==> config.mk <==
export PLATFORM = sky130hd
export DESIGN_NAME = mc_ctrl_fsm_flat
export DESIGN_NICKNAME = d
export VERILOG_FILES = /design/src/rtl/mc_ctrl_fsm_if.sv /design/src/rtl/mc_ctrl_fsm.sv /design/src/flat_wrapper.sv
export SDC_FILE = /design/constraint.sdc
export NUM_CORES = 1
export LEC_CHECK = 0
export CORE_UTILIZATION = 44
export CTS_BUF_LIST = sky130_fd_sc_hd__clkbuf_16
export DETAILED_ROUTE_END_ITERATION = 16
export PLACE_DENSITY = 0.77
export SYNTH_ARGS = -nofsm -noshare
export SYNTH_HDL_FRONTEND = slang
export SYNTH_SLANG_ARGS = --single-unit
==> constraint.sdc <==
create_clock -name Clk -period 2.3 [get_ports Clk]
set_input_delay 0.46 -clock Clk [delete_from_list [all_inputs] [get_ports Clk]]
set_output_delay 0.46 -clock Clk [all_outputs]
set_load 0.02 [all_outputs]
==> src/rtl/mc_ctrl_fsm_if.sv <==
// Control/handshake bundle between the multi-cycle control FSM and the datapath/memory side.
// The master modport is the controller; the slave modport is the datapath that obeys it.
interface mc_ctrl_fsm_if #(
  parameter int CNT_W = 32
);
  logic [5:0]       opcode;
  logic [5:0]       funct;
  logic             zero;
  logic             mem_ack;
  logic             mem_req;
  logic             mem_we;
  logic             mem_dsel;
  logic             ir_wr;
  logic             pc_wr;
  logic             pc_sel;
  logic             jump;
  logic             jr_sel;
  logic             reg_wr;
  logic [1:0]       dst_sel;
  logic [1:0]       wd_sel;
  logic             alu_src;
  logic             ext_sel;
  logic [2:0]       alu_op;
  logic             fault;
  logic [CNT_W-1:0] retired;

  modport master (
    input  opcode, funct, zero, mem_ack,
    output mem_req, mem_we, mem_dsel, ir_wr, pc_wr, pc_sel, jump, jr_sel,
           reg_wr, dst_sel, wd_sel, alu_src, ext_sel, alu_op, fault, retired
  );

  modport slave (
    output opcode, funct, zero, mem_ack,
    input  mem_req, mem_we, mem_dsel, ir_wr, pc_wr, pc_sel, jump, jr_sel,
           reg_wr, dst_sel, wd_sel, alu_src, ext_sel, alu_op, fault, retired
  );
endinterface

==> src/rtl/mc_ctrl_fsm.sv <==
// Multi-cycle control unit for the MIPS-subset core: fetch/decode/execute/memory/writeback
// sequencing, retired-instruction counter and sticky unsupported-opcode fault.
module mc_ctrl_fsm #(
  parameter int CNT_W  = 32,
  parameter int RA_REG = 31
) (
  input logic          Clk,
  input logic          PcReSet,
  mc_ctrl_fsm_if.master bus
);
  localparam logic [5:0] OpR = 6'h00, OpOri = 6'h0D, OpLui = 6'h0F, OpLw = 6'h23;
  localparam logic [5:0] OpSw = 6'h2B, OpBeq = 6'h04, OpJ = 6'h02, OpJal = 6'h03;
  localparam logic [5:0] FnAddu = 6'h21, FnSubu = 6'h23, FnSlt = 6'h2A, FnJr = 6'h08;
  localparam logic [2:0] AluAdd = 3'd0, AluSub = 3'd1, AluOr = 3'd2, AluSlt = 3'd3, AluLui = 3'd4;

  if (RA_REG < 0 || RA_REG > 31) begin : gBadRaReg
    $error("mc_ctrl_fsm: RA_REG must be a register index 0..31");
  end

  typedef enum logic [3:0] {
    FETCH, DECODE, EXEC_R, WB_R, EXEC_I, WB_I, ADDR, MEM_RD,
    WB_MEM, MEM_WR, BRANCH, JUMP, JR, TRAP
  } state_t;

  state_t           state, nextState;
  logic             memReqQ, memWeQ, memDselQ, pcWrQ, branchQ, jumpQ, jrSelQ, regWrQ;
  logic             aluSrcQ, extSelQ, faultQ;
  logic [1:0]       dstSelQ, wdSelQ;
  logic [2:0]       aluOpQ;
  logic [CNT_W-1:0] retiredQ;
  logic             memReq, pcWr, rArith;

  assign rArith = (bus.funct == FnAddu) || (bus.funct == FnSubu) || (bus.funct == FnSlt);

  always_comb begin
    nextState = state;
    case (state)
      FETCH:   if (bus.mem_ack) nextState = DECODE;
      DECODE: begin
        case (bus.opcode)
          OpR:         nextState = rArith ? EXEC_R : ((bus.funct == FnJr) ? JR : TRAP);
          OpOri, OpLui: nextState = EXEC_I;
          OpLw, OpSw:  nextState = ADDR;
          OpBeq:       nextState = BRANCH;
          OpJ, OpJal:  nextState = JUMP;
          default:     nextState = TRAP;
        endcase
      end
      EXEC_R:  nextState = WB_R;
      EXEC_I:  nextState = WB_I;
      ADDR:    nextState = (bus.opcode == OpLw) ? MEM_RD : MEM_WR;
      MEM_RD:  if (bus.mem_ack) nextState = WB_MEM;
      MEM_WR:  if (bus.mem_ack) nextState = FETCH;
      WB_R, WB_I, WB_MEM, BRANCH, JUMP, JR: nextState = FETCH;
      TRAP:    nextState = TRAP;
      default: nextState = FETCH;
    endcase
  end

  // Outputs are registered from the state being entered, so each register mirrors the
  // Moore decode of the current state; memReqQ resets high because reset lands in FETCH.
  always_ff @(posedge Clk or posedge PcReSet) begin
    if (PcReSet) begin
      state    <= FETCH;
      memReqQ  <= 1'b1;
      memWeQ   <= 1'b0;
      memDselQ <= 1'b0;
      pcWrQ    <= 1'b0;
      branchQ  <= 1'b0;
      jumpQ    <= 1'b0;
      jrSelQ   <= 1'b0;
      regWrQ   <= 1'b0;
      dstSelQ  <= 2'd0;
      wdSelQ   <= 2'd0;
      aluSrcQ  <= 1'b0;
      extSelQ  <= 1'b0;
      aluOpQ   <= AluAdd;
      faultQ   <= 1'b0;
      retiredQ <= '0;
    end else begin
      state    <= nextState;
      retiredQ <= retiredQ + CNT_W'(pcWr);
      if (nextState == TRAP) faultQ <= 1'b1;
      memReqQ  <= 1'b0;
      memWeQ   <= 1'b0;
      memDselQ <= 1'b0;
      pcWrQ    <= 1'b0;
      branchQ  <= 1'b0;
      jumpQ    <= 1'b0;
      jrSelQ   <= 1'b0;
      regWrQ   <= 1'b0;
      dstSelQ  <= 2'd0;
      wdSelQ   <= 2'd0;
      aluSrcQ  <= 1'b0;
      extSelQ  <= 1'b0;
      aluOpQ   <= AluAdd;
      case (nextState)
        FETCH:  memReqQ <= 1'b1;
        EXEC_R: aluOpQ  <= (bus.funct == FnSubu) ? AluSub :
                           ((bus.funct == FnSlt) ? AluSlt : AluAdd);
        WB_R: begin
          regWrQ  <= 1'b1;
          dstSelQ <= 2'd1;
          pcWrQ   <= 1'b1;
        end
        EXEC_I: begin
          aluSrcQ <= 1'b1;
          aluOpQ  <= (bus.opcode == OpLui) ? AluLui : AluOr;
        end
        WB_I: begin
          regWrQ <= 1'b1;
          pcWrQ  <= 1'b1;
        end
        ADDR: begin
          aluSrcQ <= 1'b1;
          extSelQ <= 1'b1;
        end
        MEM_RD: begin
          memReqQ  <= 1'b1;
          memDselQ <= 1'b1;
        end
        WB_MEM: begin
          regWrQ <= 1'b1;
          wdSelQ <= 2'd1;
          pcWrQ  <= 1'b1;
        end
        MEM_WR: begin
          memReqQ  <= 1'b1;
          memDselQ <= 1'b1;
          memWeQ   <= 1'b1;
        end
        BRANCH: begin
          aluOpQ  <= AluSub;
          pcWrQ   <= 1'b1;
          branchQ <= 1'b1;
        end
        JUMP: begin
          pcWrQ <= 1'b1;
          jumpQ <= 1'b1;
          if (bus.opcode == OpJal) begin
            regWrQ  <= 1'b1;
            dstSelQ <= 2'd2;
            wdSelQ  <= 2'd2;
          end
        end
        JR: begin
          pcWrQ  <= 1'b1;
          jrSelQ <= 1'b1;
        end
        default: ;
      endcase
    end
  end

  // Reset must drop an outstanding request at once; ack-qualified strobes ride on the request.
  assign memReq       = memReqQ & ~PcReSet;
  assign pcWr         = pcWrQ | (memReq & memWeQ & bus.mem_ack);
  assign bus.mem_req  = memReq;
  assign bus.mem_we   = memWeQ;
  assign bus.mem_dsel = memDselQ;
  assign bus.ir_wr    = memReq & ~memDselQ & bus.mem_ack;
  assign bus.pc_wr    = pcWr;
  assign bus.pc_sel   = branchQ & bus.zero;
  assign bus.jump     = jumpQ;
  assign bus.jr_sel   = jrSelQ;
  assign bus.reg_wr   = regWrQ;
  assign bus.dst_sel  = dstSelQ;
  assign bus.wd_sel   = wdSelQ;
  assign bus.alu_src  = aluSrcQ;
  assign bus.ext_sel  = extSelQ;
  assign bus.alu_op   = aluOpQ;
  assign bus.fault    = faultQ;
  assign bus.retired  = retiredQ;
endmodule
==> src/flat_wrapper.sv <==
// flat-port wrapper written by rule: the top's interface ports become plain ports
module mc_ctrl_fsm_flat 
#(
  parameter int CNT_W  = 32,
  parameter int RA_REG = 31
)
  (Clk, PcReSet, bus_opcode, bus_funct, bus_zero, bus_mem_ack, bus_mem_req, bus_mem_we, bus_mem_dsel, bus_ir_wr, bus_pc_wr, bus_pc_sel, bus_jump, bus_jr_sel, bus_reg_wr, bus_dst_sel, bus_wd_sel, bus_alu_src, bus_ext_sel, bus_alu_op, bus_fault, bus_retired);
  mc_ctrl_fsm_if #(.CNT_W(CNT_W)) bus_i ();
  input logic Clk;
  input logic PcReSet;
  input wire logic [$bits(bus_i.opcode)-1:0] bus_opcode;
  input wire logic [$bits(bus_i.funct)-1:0] bus_funct;
  input wire logic [$bits(bus_i.zero)-1:0] bus_zero;
  input wire logic [$bits(bus_i.mem_ack)-1:0] bus_mem_ack;
  output wire logic [$bits(bus_i.mem_req)-1:0] bus_mem_req;
  output wire logic [$bits(bus_i.mem_we)-1:0] bus_mem_we;
  output wire logic [$bits(bus_i.mem_dsel)-1:0] bus_mem_dsel;
  output wire logic [$bits(bus_i.ir_wr)-1:0] bus_ir_wr;
  output wire logic [$bits(bus_i.pc_wr)-1:0] bus_pc_wr;
  output wire logic [$bits(bus_i.pc_sel)-1:0] bus_pc_sel;
  output wire logic [$bits(bus_i.jump)-1:0] bus_jump;
  output wire logic [$bits(bus_i.jr_sel)-1:0] bus_jr_sel;
  output wire logic [$bits(bus_i.reg_wr)-1:0] bus_reg_wr;
  output wire logic [$bits(bus_i.dst_sel)-1:0] bus_dst_sel;
  output wire logic [$bits(bus_i.wd_sel)-1:0] bus_wd_sel;
  output wire logic [$bits(bus_i.alu_src)-1:0] bus_alu_src;
  output wire logic [$bits(bus_i.ext_sel)-1:0] bus_ext_sel;
  output wire logic [$bits(bus_i.alu_op)-1:0] bus_alu_op;
  output wire logic [$bits(bus_i.fault)-1:0] bus_fault;
  output wire logic [$bits(bus_i.retired)-1:0] bus_retired;
  assign bus_i.opcode = bus_opcode;
  assign bus_i.funct = bus_funct;
  assign bus_i.zero = bus_zero;
  assign bus_i.mem_ack = bus_mem_ack;
  assign bus_mem_req = bus_i.mem_req;
  assign bus_mem_we = bus_i.mem_we;
  assign bus_mem_dsel = bus_i.mem_dsel;
  assign bus_ir_wr = bus_i.ir_wr;
  assign bus_pc_wr = bus_i.pc_wr;
  assign bus_pc_sel = bus_i.pc_sel;
  assign bus_jump = bus_i.jump;
  assign bus_jr_sel = bus_i.jr_sel;
  assign bus_reg_wr = bus_i.reg_wr;
  assign bus_dst_sel = bus_i.dst_sel;
  assign bus_wd_sel = bus_i.wd_sel;
  assign bus_alu_src = bus_i.alu_src;
  assign bus_ext_sel = bus_i.ext_sel;
  assign bus_alu_op = bus_i.alu_op;
  assign bus_fault = bus_i.fault;
  assign bus_retired = bus_i.retired;
  mc_ctrl_fsm #(.CNT_W(CNT_W), .RA_REG(RA_REG)) u_core (.Clk(Clk), .PcReSet(PcReSet), .bus(bus_i));
endmodule
# [Yosys cells after proc, flatten, opt, wreduce, memory -nomap -nowiden]
# Cells that the tools add are included.
# W data, S select, Z words.
[totals] regBits=54 in_bits=16 word_cells=95
[op_classes] addsub=1 n_eq_ne=30 mux=26 bitwise_logic=9 n_reduce_logical=13
[op_table] operator="$add A32 B1 Y32" count=1
[op_table] operator="$eq A4 B4 Y1 const B" count=8
[op_table] operator="$pmux W4 S8" count=1
[op_table] operator="$eq A6 B6 Y1 const B" count=5
[op_table] operator="$eq A4 B3 Y1 const B" count=7
[op_table] operator="$mux W4" count=5
[op_table] operator="$pmux W4 S5" count=1
[op_table] operator="$eq A6 B4 Y1 const B" count=3
[op_table] operator="$eq A4 B2 Y1 const B" count=3
[op_table] operator="$eq A6 B2 Y1 const B" count=2
[op_table] operator="$mux W1" count=11
[op_table] operator="$reduce_or A2 Y1" count=5
[op_table] operator="$pmux W3 S3" count=1
[op_table] operator="$logic_not A4 Y1" count=2
[op_table] operator="$pmux W2 S2" count=2
[op_table] operator="$and A1 B1 Y1" count=6
[op_table] operator="$eq A6 B3 Y1 const B" count=1
[op_table] operator="$logic_not A6 Y1" count=1
[op_table] operator="$mux W3" count=2
[op_table] operator="$reduce_or A3 Y1" count=2
[op_table] operator="$reduce_or A6 Y1" count=1
[op_table] operator="$eq A4 B1 Y1 const B" count=1
[op_table] operator="$mux W2" count=2
[op_table] operator="$logic_or A1 B1 Y1" count=2
[op_table] operator="3 further kinds" count=4

# [Depth between registers and ports, before layout]
[depth] word_depth=9 depth_mapped=10 mapped_depth_nobuf=10

# [Worst setup path after synthesis]
# No wires, ideal clock.
[synth_timing] kind="flip-flop to flip-flop" from="reg u_core.memReqQ" to="reg u_core.retiredQ[22], in the netlist u_core.bus.retired[22]" arrival_ps=2609 setup_slack_ps=-439 stages_incl_launch_ff=10 path_buffers=0 synth_period_minus_slack_ps=2739 path_cell_list="dfstp_2 > nor2b_1 > a31o_2 > ha_1 > ha_1 > nand3_1 > or3_1 > nor3_1 > nand3_1 > xnor2_1"
[synth_between] elab_chain_cells=5
[synth_rtl] element="start, declared" line_no="mc_ctrl_fsm.sv:26" text="logic memReqQ, memWeQ, memDselQ, pcWrQ, branchQ, jumpQ, jrSelQ, regWrQ;"
[synth_rtl] element="start signal, assigned" line_no="mc_ctrl_fsm.sv:65" text="memReqQ <= 1'b1;"
[synth_rtl] element="start signal, assigned" line_no="mc_ctrl_fsm.sv:84" text="memReqQ <= 1'b0;"
[synth_rtl] element="start signal, assigned" line_no="mc_ctrl_fsm.sv:98" text="FETCH: memReqQ <= 1'b1;"
[synth_rtl] element="$and A1 B1 Y1" line_no="mc_ctrl_fsm.sv:156" text="assign memReq = memReqQ & ~PcReSet;"
[synth_rtl] element="named net bus_mem_req" line_no="flat_wrapper.sv:15" text="output wire logic [$bits(bus_i.mem_req)-1:0] bus_mem_req;"
[synth_rtl] element="$and A1 B1 Y1 (2 in series)" line_no="mc_ctrl_fsm.sv:157" text="assign pcWr = pcWrQ | (memReq & memWeQ & bus.mem_ack);"
[synth_rtl] element="$or A1 B1 Y1" line_no="mc_ctrl_fsm.sv:157"
[synth_rtl] element="named net bus_pc_wr" line_no="flat_wrapper.sv:19" text="output wire logic [$bits(bus_i.pc_wr)-1:0] bus_pc_wr;"
[synth_rtl] element="$add A32 B1 Y32" line_no="mc_ctrl_fsm.sv:82" text="retiredQ <= retiredQ + CNT_W'(pcWr);"
[synth_rtl] element="end signal, assigned" line_no="mc_ctrl_fsm.sv:82"
[synth_rtl] element="end, declared" line_no="mc_ctrl_fsm.sv:30" text="logic [CNT_W-1:0] retiredQ;"
# The timed path passes the listed nets, and every way through them passes these cells.
# A chain may end at the register's enable or synchronous reset.

# [Worst setup path in the final report]
[layout_timing] from="in bus_opcode[3]" to="reg u_core.wdSelQ[1], in the netlist u_core.bus.wd_sel[1]"
[layout_between] elab_chain_cells=6
[layout_rtl] element="start, declared" line_no="flat_wrapper.sv:11" text="input wire logic [$bits(bus_i.opcode)-1:0] bus_opcode;"
[layout_rtl] element="$eq A6 B2 Y1, or another cell as far along" line_no="mc_ctrl_fsm.sv:40" text="case (bus.opcode)"
[layout_rtl] element="$reduce_or A2 Y1" line_no="mc_ctrl_fsm.sv:40"
[layout_rtl] element="$pmux W4 S5" line_no="mc_ctrl_fsm.sv:40"
[layout_rtl] element="$pmux W4 S8" line_no="mc_ctrl_fsm.sv:37" text="case (state)"
[layout_rtl] element="$eq A4 B4 Y1" line_no="mc_ctrl_fsm.sv:97" text="case (nextState)"
[layout_rtl] element="$pmux W2 S2 (*)" line_no="mc_ctrl_fsm.sv:97"
[layout_rtl] element="end signal, assigned" line_no="mc_ctrl_fsm.sv:74" text="wdSelQ <= 2'd0;"
[layout_rtl] element="end signal, assigned" line_no="mc_ctrl_fsm.sv:93" text="wdSelQ <= 2'd0;"
[layout_rtl] element="end signal, assigned" line_no="mc_ctrl_fsm.sv:124" text="wdSelQ <= 2'd1;"
[layout_rtl] element="end, declared" line_no="mc_ctrl_fsm.sv:28" text="logic [1:0] dstSelQ, wdSelQ;"
# Every way passes the cells marked *; elsewhere a longest branch is shown, timed or not.

==> summary.txt <==
Minimum clock period after layout = 2.21 ns
Storage element area = 1350 sq um
Area grow syn2layout = 48.6%
Antenna diode count = 0
Vias per inst = 5.13
Placed cell count = 418
Die ar. = 6290 sq um
Gr usage total = 20.4%
Max Clock Skew = 0.00530 ns
Num CTS Buffers = 5
FF-to-FF path depth = 8
CTS Buffer Depth = 2
I/O pin cnt = 67
Worst-path fanout max = 5
Drt first pass iters = 4
Congestion Overflow GR = 0
Worst-Skew Late Latency = 0.29 ns
Sequential area share after synthesis = 51.5%
Multi-input gate area = 1290 sq um
Post-synth net total = 268
RSZ-0062 raised after global routing = no
Wirelength per Cell = 13.7 um
H-Tree Depth = 2
Hpwl dp = 4460 um
Routed via count = 2211
Chip Width = 79.3 um
ANT nets after route = 0
WP data required = 2.50 ns
Hold Path End = u_core.bus.retired[31]
Max Cap Viol = 0
Filler cells = 416
Core Area = 5640 sq um
Initial Utilization = 46.6%
Cells after synthesis = 250
Worst r2r src = u_core.state[3]
Final Util = 69.2%
Initial antenna violation count = 0
Crit. End Element = register
CP arrival = 2.41 ns
Vias in the first global route = 2211
CTS Hold Bufs = 0
Worst setup path class = in -> reg
Global-route wire length before repair = 10100 um
Max VDD drop = 0.531 mV
Commonest non-fill, non-tap cell in the layout = clkdlybuf4s50_1
NumNets Final = 377
Worst reg-to-reg setup slack = 0.16 ns
Min-delay src = u_core.bus.retired[31]
Clk slew on worst S/H paths = 0.06 ns
Lkg Pwr = 1.80 nW
Synth warn = 0
Final setup violation count = 0
Syn Std Cell Area = 2630 sq um
Crit path launch type = primary input
Sink Count = 54
DRT iter0 DRCs = 122
Yosys reg bits = 54
Reg2reg end = u_core.bus.wd_sel[1]
Non-Filler Instances = 431
Share of post-route cells with drive strength above 1 = 22.8%
PD cells = 852 nW/um^2
Netlist cell types = 52
Async S/R FF share, synth = 100%
Tcrit/Tclk final = 95.9%
Final Total Pwr = 0.00333 W
Tightest Pin Transition = 0.483 ns
Root Buffer = clkbuf_16
DR DRC count = 0
Most frequent cells in the layout = clkdlybuf4s50_1 (56), dfrtp_1 (52), buf_4 (43)
EDFF count, synth = 0
Rows = 27
CTS tree = yes
F_max = 454 MHz
Hold Fails Final Rpt = 0
Most used DFF post-synth = dfrtp_1
Hold Crit Depth = 1
Status = finished clean
Routed WL = 5890 um
Syn Area/Cell = 10.5 sq um
Routability Congestion = 0.809
Hold WC Path Type = reg -> reg
Port bufs = 66
Largest net degree at the start of global routing = 26
Die extent in y = 79.3 um
Max-slew headroom = 67.7%
Max-slew violations = 0
==> where the power goes <==
group | switching [W] | internal [W] | leakage (nW)
sequential | 0.000184 | 0.00109 | 0.726
clock | 0.000318 | 0.000399 | 0.0701
combinational | 0.000662 | 0.000672 | 1.00
==> routing by layer <==
layer	vias up	part of all wire [%]	GRT usage, %
met4	0	1.3	6.18
li1	1085	-	-
met2	68	52	36.6
met3	9	3.9	3.79
met5	-	0	0
met1	1049	43	24.7
==> final cells by class <==
class	count	area share (%)
timing repair buffer	109	25.5
clock buffer	5	3.20
tap	72	2.31
sequential	54	34.7
multi-input combinational	180	33.1
inverter	9	0.865
clock inverter	2	0.352
==> Yosys cell counts (4+ instances only) <==
cell type	count	area, sq um
nand3b_1	4	30.0
buf_2	5	25.0
nand3_1	15	75.1
nand2_1	24	90.1
xor2_1	11	96.3
nand4_1	8	50.1
nor3_1	8	40.0
nor2b_1	6	37.5
a21oi_1	5	25.0
and3_1	6	37.5
inv_1	8	30.0
dfrtp_1	53	1330
nor2_1	20	75.1
xnor2_1	22	193
o21ai_0	7	35.0
==> worst max-delay path, stage by stage <==
cell and delay [ns]:
clkdlybuf4s50_1 0.52, buf_4 0.16, nor2_1 0.05, nand3_1 0.13
o21bai_1 0.09, o21ai_1 0.25, a311oi_4 0.08, buf_4 0.17
or2_2 0.32, nor3_1 0.17
==> how the worst max path moves through the flow <==
| stage | end | slack, ns | start | depth (start not counted) |
|---|---|---|---|---|
| after global placement | u_core.bus.alu_op[1] | -0.39 | bus_opcode[2] | 8 |
| after floorplan | u_core.bus.retired[22] | -0.06 | u_core.memReqQ | 9 |
| after CTS | u_core.bus.alu_op[1] | 0.004 | bus_funct[3] | 9 |
| final | u_core.bus.wd_sel[1] | 0.09 | bus_opcode[3] | 10 |
| after detailed placement | u_core.bus.fault | -0.44 | bus_funct[3] | 8 |
| after global routing | u_core.bus.dst_sel[1] | 0.008 | bus_opcode[3] | 10 |
==> flip-flops by register name, summed over array words and instances (netlist names) <==
| name | flops |
|---|---|
| u_core.bus.retired | 32 |
| u_core.state | 4 |
| u_core.bus.alu_op | 3 |
| u_core.bus.dst_sel | 2 |
| u_core.bus.wd_sel | 2 |
| u_core.branchQ | 1 |
| u_core.bus.alu_src | 1 |
| u_core.bus.ext_sel | 1 |
| u_core.bus.fault | 1 |
| u_core.bus.jr_sel | 1 |
| u_core.bus.jump | 1 |
| u_core.bus.mem_dsel | 1 |
| u_core.bus.mem_we | 1 |
| u_core.bus.reg_wr | 1 |
| u_core.memReqQ | 1 |
| u_core.pcWrQ | 1 |
==> timing repair <==
action,4_1_cts,5_1_grt
pin swaps,2,3
gates cloned,0,0
resized for setup,5,21
buffers inserted,5,1
setup endpoints to repair,22,24
==> cells by family (layout without fill, tap and decap cells) <==
group	count (synthesis)	in the layout	synth area share, %
xor gates and xnor gates	33	33	11.0
buffers and inverters	16	125	2.52
DFF	54	54	51.5
and+or+nand+nor	112	112	23.8
adders and majority gates	2	2	0.952
AOI/OAI and AO/OA	32	32	9.95
muxes	1	1	0.381
==> per-stage QoR <==
stage	setup slack (ns)	instance area, sq um	TNS [ns]	hold slack (ns)
after global placement	-0.391	3660	-9.49	0.462
final	0.0949	3910	0	0.472
after CTS	0.00383	3830	0	0.475
after detailed placement	-0.440	3660	-10.80	0.462
after global routing	0.00798	3910	0	0.486
after floorplan	-0.0648	2660	-0.0698	0.580
Power figures use the tool's default switching activity.
